## config.mk

```make
export PLATFORM = sky130hd
export DESIGN_NAME = jtopl_eg_core
export DESIGN_NICKNAME = d
export VERILOG_FILES = /design/src/rtl/jtopl_eg_pkg.sv /design/src/rtl/jtopl_eg_step.sv /design/src/rtl/jtopl_eg_core.sv
export SDC_FILE = /design/constraint.sdc
export NUM_CORES = 1
export LEC_CHECK = 0
export BUFFER_PORTS_ARGS = -buffer_cell sky130_fd_sc_hd__buf_2
export CAP_MARGIN = 25
export CELL_PAD_IN_SITES_DETAIL_PLACEMENT = 0
export CELL_PAD_IN_SITES_GLOBAL_PLACEMENT = 1
export CORE_ASPECT_RATIO = 0.5
export CORE_MARGIN = 5
export CORE_UTILIZATION = 30
export CTS_CLUSTER_DIAMETER = 80
export DETAILED_ROUTE_END_ITERATION = 8
export GPL_ROUTABILITY_DRIVEN = 0
export PLACE_DENSITY_LB_ADDON = 0.15
export SYNTH_ARGS = -nofsm -noshare
export SYNTH_HDL_FRONTEND = slang
export SYNTH_SLANG_ARGS = --single-unit
```

## constraint.sdc

```tcl
create_clock -name clk -period 24.3 [get_ports clk]
set_input_delay 1.215 -clock clk [delete_from_list [all_inputs] [get_ports clk]]
set_output_delay 1.215 -clock clk [all_outputs]
set_load 0.05 [all_outputs]
```

## src/rtl/jtopl_eg_pkg.sv

```systemverilog
// Shared definitions for the envelope-generator core: state encodings,
// frame size and the constants used by rate and sustain-level decoding.
package jtopl_eg_pkg;

    localparam int SLOTS = 18;

    localparam logic [1:0] EG_ATTACK  = 2'd0;
    localparam logic [1:0] EG_DECAY   = 2'd1;
    localparam logic [1:0] EG_SUSTAIN = 2'd2;
    localparam logic [1:0] EG_RELEASE = 2'd3;

    localparam logic [4:0] SL_MAX   = 5'd31;
    localparam logic [5:0] RATE_MAX = 6'd63;
    localparam logic [9:0] ATT_MAX  = 10'h3FF;

    // Sustain code 15 maps to the bottom of the range rather than to 15<<5.
    function automatic logic [9:0] sus_thresh(input logic [3:0] sl);
        sus_thresh = (sl == 4'd15) ? {SL_MAX, 5'd0} : {1'b0, sl, 5'd0};
    endfunction

endpackage

```

## src/rtl/jtopl_eg_step.sv

```systemverilog
// Combinational envelope step for one slot: picks the rate for the slot's
// state, decides whether this frame steps, and returns next att and state.
module jtopl_eg_step
    import jtopl_eg_pkg::*;
(
    input  logic [9:0]  att,
    input  logic [1:0]  state,
    input  logic        kon_prev,
    input  logic        keyon,
    input  logic [3:0]  ar,
    input  logic [3:0]  dr,
    input  logic [3:0]  rr,
    input  logic [3:0]  sl,
    input  logic        en_sus,
    input  logic        ksr,
    input  logic [3:0]  keycode,
    input  logic [10:0] cnt_low,
    output logic [9:0]  att_next,
    output logic [1:0]  state_next
);

    logic        kon_edge;
    logic [1:0]  op_state;
    logic [3:0]  code;
    logic [3:0]  ks;
    logic [6:0]  rate_sum;
    logic [5:0]  rate;
    logic [3:0]  shift;
    logic [10:0] mask;
    logic        step;
    logic [1:0]  inc_log;
    logic [10:0] dec;
    logic [10:0] sum;
    logic [9:0]  diff;
    logic [9:0]  att_calc;

    // Rate decode, step decision, attenuation arithmetic and state transition.
    always_comb begin
        kon_edge = keyon & ~kon_prev;
        // A key-on edge runs the attack arithmetic on the same pass, so a
        // fast attack reaches zero on the slot's very first output.
        op_state = kon_edge ? EG_ATTACK : state;

        code = 4'd0;
        case (op_state)
            EG_ATTACK:  code = ar;
            EG_DECAY:   code = dr;
            EG_SUSTAIN: code = en_sus ? 4'd0 : rr;
            default:    code = rr;
        endcase

        ks       = ksr ? keycode : {2'b00, keycode[3:2]};
        rate_sum = {1'b0, code, 2'b00} + {3'b000, ks};
        if (code == 4'd0)
            rate = 6'd0;
        else if (rate_sum > {1'b0, RATE_MAX})
            rate = RATE_MAX;
        else
            rate = rate_sum[5:0];

        // Slow rates step when the low (11 - r[5:2]) counter bits are zero;
        // shift is meaningless for r>=48, where every frame steps.
        shift = 4'd11 - rate[5:2];
        mask  = ~(11'h7FF << shift);
        step  = (rate != 6'd0) && ((rate >= 6'd48) || ((cnt_low & mask) == 11'd0));
        // For r>=48, r[5:2]-12 equals the low two bits of r[5:2].
        inc_log = (rate >= 6'd48) ? rate[3:2] : 2'd0;

        dec  = ({5'd0, att[9:4]} + 11'd1) << inc_log;
        sum  = {1'b0, att} + (11'd1 << inc_log);
        diff = att - dec[9:0];

        att_calc = att;
        if (op_state == EG_ATTACK) begin
            if (rate >= 6'd60)
                att_calc = 10'd0;
            else if (step)
                att_calc = (dec >= {1'b0, att}) ? 10'd0 : diff;
        end else if (step) begin
            att_calc = sum[10] ? ATT_MAX : sum[9:0];
        end

        att_next = att_calc;

        if (kon_edge)
            state_next = EG_ATTACK;
        else if (!keyon)
            state_next = EG_RELEASE;
        else if (state == EG_ATTACK && att_calc == 10'd0)
            state_next = EG_DECAY;
        else if (state == EG_DECAY && att_calc >= sus_thresh(sl))
            state_next = EG_SUSTAIN;
        else
            state_next = state;
    end

endmodule

```

## src/rtl/jtopl_eg_core.sv

```systemverilog
// Time-multiplexed envelope generator: per-slot attenuation/state storage,
// slot and frame counters, registered outputs for the previous slot.
// cen qualifies every input for the current slot; eg_pure/eg_state are
// valid from the cycle after a cen cycle and hold while cen is low.
module jtopl_eg_core #(
    parameter int SLOTS = jtopl_eg_pkg::SLOTS,
    parameter int CNTW  = 15              // must be at least 11
) (
    input  logic       rst,
    input  logic       clk,
    input  logic       cen,
    input  logic       zero,
    input  logic       keyon,
    input  logic [3:0] ar,
    input  logic [3:0] dr,
    input  logic [3:0] rr,
    input  logic [3:0] sl,
    input  logic       en_sus,
    input  logic       ksr,
    input  logic [3:0] keycode,
    output logic [9:0] eg_pure,
    output logic [1:0] eg_state
);
    import jtopl_eg_pkg::*;

    localparam int SW = (SLOTS > 1) ? $clog2(SLOTS) : 1;

    logic [SW-1:0]   slot_cnt;
    logic [SW-1:0]   cur_slot;
    logic [CNTW-1:0] eg_cnt;

    logic [9:0] att_mem   [SLOTS];
    logic [1:0] state_mem [SLOTS];
    logic       kon_mem   [SLOTS];

    logic [9:0] att_cur;
    logic [1:0] state_cur;
    logic       kon_cur;
    logic [9:0] att_next;
    logic [1:0] state_next;

    // zero forces slot 0 on this very cycle so the frame realigns at once.
    assign cur_slot  = zero ? '0 : slot_cnt;
    assign att_cur   = att_mem[cur_slot];
    assign state_cur = state_mem[cur_slot];
    assign kon_cur   = kon_mem[cur_slot];

    jtopl_eg_step u_step (
        .att        (att_cur),
        .state      (state_cur),
        .kon_prev   (kon_cur),
        .keyon      (keyon),
        .ar         (ar),
        .dr         (dr),
        .rr         (rr),
        .sl         (sl),
        .en_sus     (en_sus),
        .ksr        (ksr),
        .keycode    (keycode),
        .cnt_low    (eg_cnt[10:0]),
        .att_next   (att_next),
        .state_next (state_next)
    );

    // Per-slot storage: read-modify-write of the current slot on each cen.
    always_ff @(posedge clk) begin
        if (rst) begin
            for (int i = 0; i < SLOTS; i++) begin
                att_mem[i]   <= ATT_MAX;
                state_mem[i] <= EG_RELEASE;
                kon_mem[i]   <= 1'b0;
            end
        end else if (cen) begin
            att_mem[cur_slot]   <= att_next;
            state_mem[cur_slot] <= state_next;
            kon_mem[cur_slot]   <= keyon;
        end
    end

    // Slot counter, frame counter and registered outputs.
    always_ff @(posedge clk) begin
        if (rst) begin
            slot_cnt <= '0;
            eg_cnt   <= '0;
            eg_pure  <= ATT_MAX;
            eg_state <= EG_RELEASE;
        end else if (cen) begin
            slot_cnt <= (cur_slot == SW'(SLOTS - 1)) ? '0 : cur_slot + 1'b1;
            if (zero)
                eg_cnt <= eg_cnt + 1'b1;
            eg_pure  <= att_next;
            eg_state <= state_next;
        end
    end

endmodule

```

### Word-level counts from Yosys, hierarchy flattened

Memories as Yosys holds them, arrays and structs flattened.
Cells that the tools add are included.

| storage, ports and cells | value |
|---|---|
| register bits after elaboration | 32 |
| memory bits (writable) | 234 |
| input port bits | 27 |
| word-level logic and storage cells | 79 |
| memories kept | 3 |

Memory list:

| memory | depth | width | read ports | clocked after memory_dff | write ports | line | text |
|---|---|---|---|---|---|---|---|
| att_mem | 18 | 10 | 1 | 0 | 18 | jtopl_eg_core.sv:32 | `logic [9:0] att_mem [SLOTS];` |
| state_mem | 18 | 2 | 1 | 0 | 18 | jtopl_eg_core.sv:33 | `logic [1:0] state_mem [SLOTS];` |
| kon_mem | 18 | 1 | 1 | 0 | 18 | jtopl_eg_core.sv:34 | `logic kon_mem [SLOTS];` |

| cells by class | value |
|---|---|
| $add $sub $neg | 7 |
| $lt $le $gt $ge | 5 |
| equal/unequal tests | 5 |
| shift operators | 3 |
| multiplexer cells | 34 |
| bitwise gates (word level) | 4 |
| reductions and logical operators | 14 |

Operators with widths:

| cell | count |
|---|---|
| 2-to-1 mux 10 bit | 8 |
| 2-to-1 mux 5 bit | 5 |
| adder 15 x 1 -> 15 bit (second input constant) | 1 |
| 2-to-1 mux 2 bit | 7 |
| >= comparator 6 bit (second input constant) | 2 |
| 2-to-1 mux 6 bit | 2 |
| one-hot mux 4 bit (3 select lines) | 1 |
| adder 10 x 11 -> 11 bit | 1 |
| AND 11 bit | 1 |
| >= comparator 11 x 10 -> 1 bit | 1 |
| logical NOT 11 bit | 1 |
| inverter 11 bit | 1 |
| << shifter 1 x 2 -> 11 bit (first input constant) | 1 |
| << shifter 11 x 2 -> 11 bit | 1 |
| << shifter 11 x 4 -> 11 bit (first input constant) | 1 |
| >= comparator 10 bit | 1 |
| logical NOT 10 bit | 1 |
| OR reduction 10 bit | 1 |
| subtractor 10 bit | 1 |
| 2-to-1 mux 1 bit | 9 |
| 2-to-1 mux 4 bit | 2 |
| adder 6 x 1 -> 7 bit (second input constant) | 1 |
| adder 6 x 4 -> 7 bit | 1 |
| > comparator 7 x 6 -> 1 bit (second input constant) | 1 |
| 16 further kinds | 20 |

### Logic depth before layout (Yosys ltp)

An unclocked memory read counts as a cell.

| logic depth | value |
|---|---|
| word-level depth | 28 |
| depth in mapped cells | 52 |
| depth with buffers taken out | 43 |

### Modules after synthesis

A second synthesis with hierarchy kept.

| unflattened totals | value |
|---|---|
| cell total of the unflattened synthesis | 1,739 |
| area, all modules | 21,526.9 µm² |

Modules (own cells, without submodules):

| module | times used | cells each | area an instance (µm²) |
|---|---|---|---|
| jtopl_eg_core | 1 | 1,374 | 19,133.4 |
| jtopl_eg_step | 1 | 365 | 2,393.5 |

### Worst setup path before layout

Ideal clock, no wire load.

| timing | value |
|---|---|
| path type | input to register |
| from | in zero |
| to | mem state_mem[17][0] (data pin) |
| data arrival time | 9.588 ns |
| data required time | 24.132 ns |
| slack | 14.545 ns |
| cell stages on the path | 47 |
| path buffers | 7 |
| path through | nand2b_1 > buf_6 > inv_4 > a221oi_1 > a211oi_1 > or3_1 > a2111oi_4 > a21o_1 > buf_2 > clkbuf_1 > nand2_1 > nand2_1 > ha_1 > fa_1 > clkbuf_1 > nand2_1 > o22ai_1 > inv_1 > [11 not listed] > o21bai_1 > a2111oi_0 > o31a_1 > a21oi_1 > a21oi_1 > nand2_1 > a21oi_1 > a21o_1 > ha_1 > o21a_1 > o21ai_0 > nand2b_1 > a21oi_1 > or3b_2 > o22a_1 > buf_2 > buf_2 > nand2_2 |

RTL lines:

| item | line | text |
|---|---|---|
| start: declaration | jtopl_eg_core.sv:12 | `input logic zero,` |
| end: declaration | jtopl_eg_core.sv:33 |  |

==> results.md <==
* Outcome: complete, no violations
* Most common cell after layout, fill and taps aside: edfxtp_1
* Cell Area, Synth at 21300 µm²
* Total GRT Usage at 18.4%
* Setup TNS at 0 ps
* CTS Hold Bufs at 0
* FF-to-FF Start: slot_cnt[0]
* Clk slew on worst S/H paths at 60 ps
* Die width at 386 µm
* Clk root buf: clkbuf_16
* Clock power frac at 38.4%
* Number of diodes at 0
* Endpoint, Worst Hold: eg_pure[3]
* Worst reg-to-reg path cell count at 41
* PD cells at 72.4 nW/µm²
* Final Cycle Share at 49.0%
* Sw power at 466 µW
* Initial Util at 30.1%
* Min-delay src: eg_pure[3]
* R2R setup slack at 12790 ps
* Type of the worst setup path: in2reg
* Die Span Y at 198 µm
* Drt drc at 0
* CP max stage delay at 620 ps
* Leak at 0.00725 µW
* CP delay by family, top: compound AO/OA/AOI/OAI gates
* CTS tree: yes
* Worst vdd ir at 0.0472 mV
* Cts repair resizes at 0
* Tmin final at 11910 ps
* Placeable core region at 70600 µm²
* Min-Delay Path Depth at 2
* DR vias/cell at 5.27
* Worst setup SP type: input port
* Pwr Total at 1750 µW
* Die Area at 76600 µm²
* IO buf count at 38
* Nets@finish at 1756
* CP Data Arrival Time at 12280 ps
* Worst setup EP type: flip-flop
* Slew Viols, Final at 0
* Detailed Place HPWL at 47900 µm
* Worst hold path class: reg2reg
* Clk_skew at 42.1 ps
* Drt first pass iters at 5
* H-tree levels at 2
* Number of routed nets with antenna violations at 0
* IO Count at 39
* Routed len/inst at 26.5 µm
* Share of layout cells above drive strength 1 at 17.7%
* Rows at 69
* Critical Path RT at 24670 ps
* Number of synthesized flops with an enable pin at 416
* Setup Viol. Count Final at 0
* Sequential fraction of the synthesis area at 61.4%
* Sequential power share at 48.7%
* Main flop type after synthesis: edfxtp_1
* DRT iter0 DRCs at 1404
* Internal power at 1280 µW
* Critical path peak fanout at 34
* Unrepaired setup endpoints after global routing: no
* Fraction of registers with async set/reset at 0%
* Sw frac at 26.7%
* Reg2reg end: state_mem[28][0]
* Initial antenna violation count at 3
* DRT Wirelength at 71200 µm
* Crit path max-delay cell type: a2111oi_4
* Mapped Cells at 1645
* Inserted Clock Buffers at 44
* Max cap viols at 0
* Clock Latency Late Sink at 610 ps
* Mapped Nets at 1712
* Slew @ Worst Pin at 1120 ps
* Netlist cell types at 84
* Max clock buf depth at 3
* Number of global-route vias before repair at 14100
* Area Growth Syn to Fin at 13.4%
* First-pass GRT wire length at 102000 µm
* Final Hold Fails at 0
* Clk sinks at 444
* Most frequent cells in the layout: 416 x edfxtp_1, 265 x nand2_1, 98 x nor2_1, 92 x mux2i_1, 69 x buf_4
* Comb power frac at 12.9%
* Largest net degree at the start of global routing at 43
* Routed vias at 14100
* Ys Warns at 0
* Post-CTS Setup Inserts at 0
* Max-slew headroom at 23.1%
* Post-Synthesis Mean Instance Area at 12.9 µm²
* Max Freq at 84.0 MHz
* Register bit total from synthesis at 444
* Gr ovfl total at 0
* Buffer and inverter count on the worst path at 7
-- tightest hold or removal path: cells and delay by family, from the launching register on --
family / cells / cell delay (ps)
simple gates: 2 / 110
flops: 1 / 320
-- cell families (layout without fill, tap and decap cells) --
family | after synthesis | after routing | share of synthesized area, %
and+or+nand+nor | 537 | 537 | 11.6
AOI/OAI and AO/OA | 268 | 268 | 8.87
muxes | 169 | 169 | 11.4
buffers and inverters | 167 | 246 | 3.36
adders and majority gates | 40 | 40 | 2.46
xor gates and xnor gates | 20 | 20 | 0.824
DFF | 444 | 444 | 61.4
-- power by group through the flow --
stage	combinational [µW]	clock (µW)	sequential (µW)
after floorplan	143	0	874
after global placement	222	0	867
after detailed placement	224	0	867
after CTS	225	685	851
after global routing	243	719	851
final	224	670	851
-- flip-flops by register name, indices dropped and copies added (netlist names) --
name / cells
slot_cnt: 5
eg_pure: 10
att_mem: 320
kon_mem: 32
eg_state: 2
state_mem: 64
eg_cnt: 11
-- per-stage QoR --
step,cells,setup WS (ps),utilization [%],hold WS (ps),cell area [µm²]
after floorplan,1645,14540,-,462,21300
after global placement,2598,12040,32.1,448,22700
after detailed placement,2600,11840,32.2,453,22700
after CTS,2681,12440,34.1,468,24100
after global routing,2682,11530,34.1,484,24100
final,2682,12390,34.1,464,24100
-- Yosys cell counts (all sizes together), types with 4 or more instances --
cell type / count / area share [%]
xnor2: 12 / 0.49
o211ai: 7 / 0.25
nor3: 21 / 0.49
a31oi: 18 / 0.53
o31a: 4 / 0.16
o22ai: 34 / 1.0
nor2: 102 / 1.8
a22oi: 6 / 0.21
a21oi: 45 / 1.1
o21a: 6 / 0.21
nor4b: 4 / 0.16
a221o: 5 / 0.24
a222oi: 8 / 0.38
o21ai: 52 / 1.3
or3: 12 / 0.38
nand4: 6 / 0.18
nor2b: 16 / 0.47
and3: 6 / 0.18
buf: 47 / 1.2
and2: 14 / 0.41
o311ai: 4 / 0.16
or2: 25 / 0.74
mux4: 56 / 6.0
a21o: 6 / 0.21
mux2i: 93 / 4.4
nand2: 266 / 4.7
dfxtp: 28 / 2.6
xor2: 8 / 0.33
a2111oi: 4 / 0.34
o21bai: 4 / 0.14
clkbuf: 62 / 1.1
inv: 58 / 1.0
edfxtp: 416 / 59
a211o: 4 / 0.16
mux2: 20 / 1.1
a211oi: 16 / 0.59
nand3: 37 / 1.1
o31ai: 8 / 0.28
nand2b: 15 / 0.44
ha: 37 / 2.2
a221oi: 14 / 0.64
-- area by class of cell --
class	count	area, µm²
inverter	58	220
timing repair buffer	107	708
tap	958	1200
clock inverter	24	205
sequential	444	13100
fill	6989	46500
clock buffer	57	1170
multi-input combinational	1034	7540
-- layer usage --
metal  part of all wire [%]  track usage (%)  wire length, µm
met2                     46             29.5            32800
met1                     46             26.8            32400
met4                    1.6             3.75             1140
met5                      0                0                0
met3                    6.7             2.71             4800
-- worst max-delay path by stage --
stage	start	end	slack, ps	cells after the start
final	zero	state_mem[28][0]	12390	44
after global routing	zero	state_mem[25][0]	11530	44
after CTS	zero	state_mem[22][0]	12440	44
after detailed placement	zero	state_mem[28][0]	11840	44
after global placement	zero	state_mem[28][0]	12040	44
after floorplan	zero	state_mem[17][0]	14540	47
Note: power is estimated with default switching activity, not from simulation.
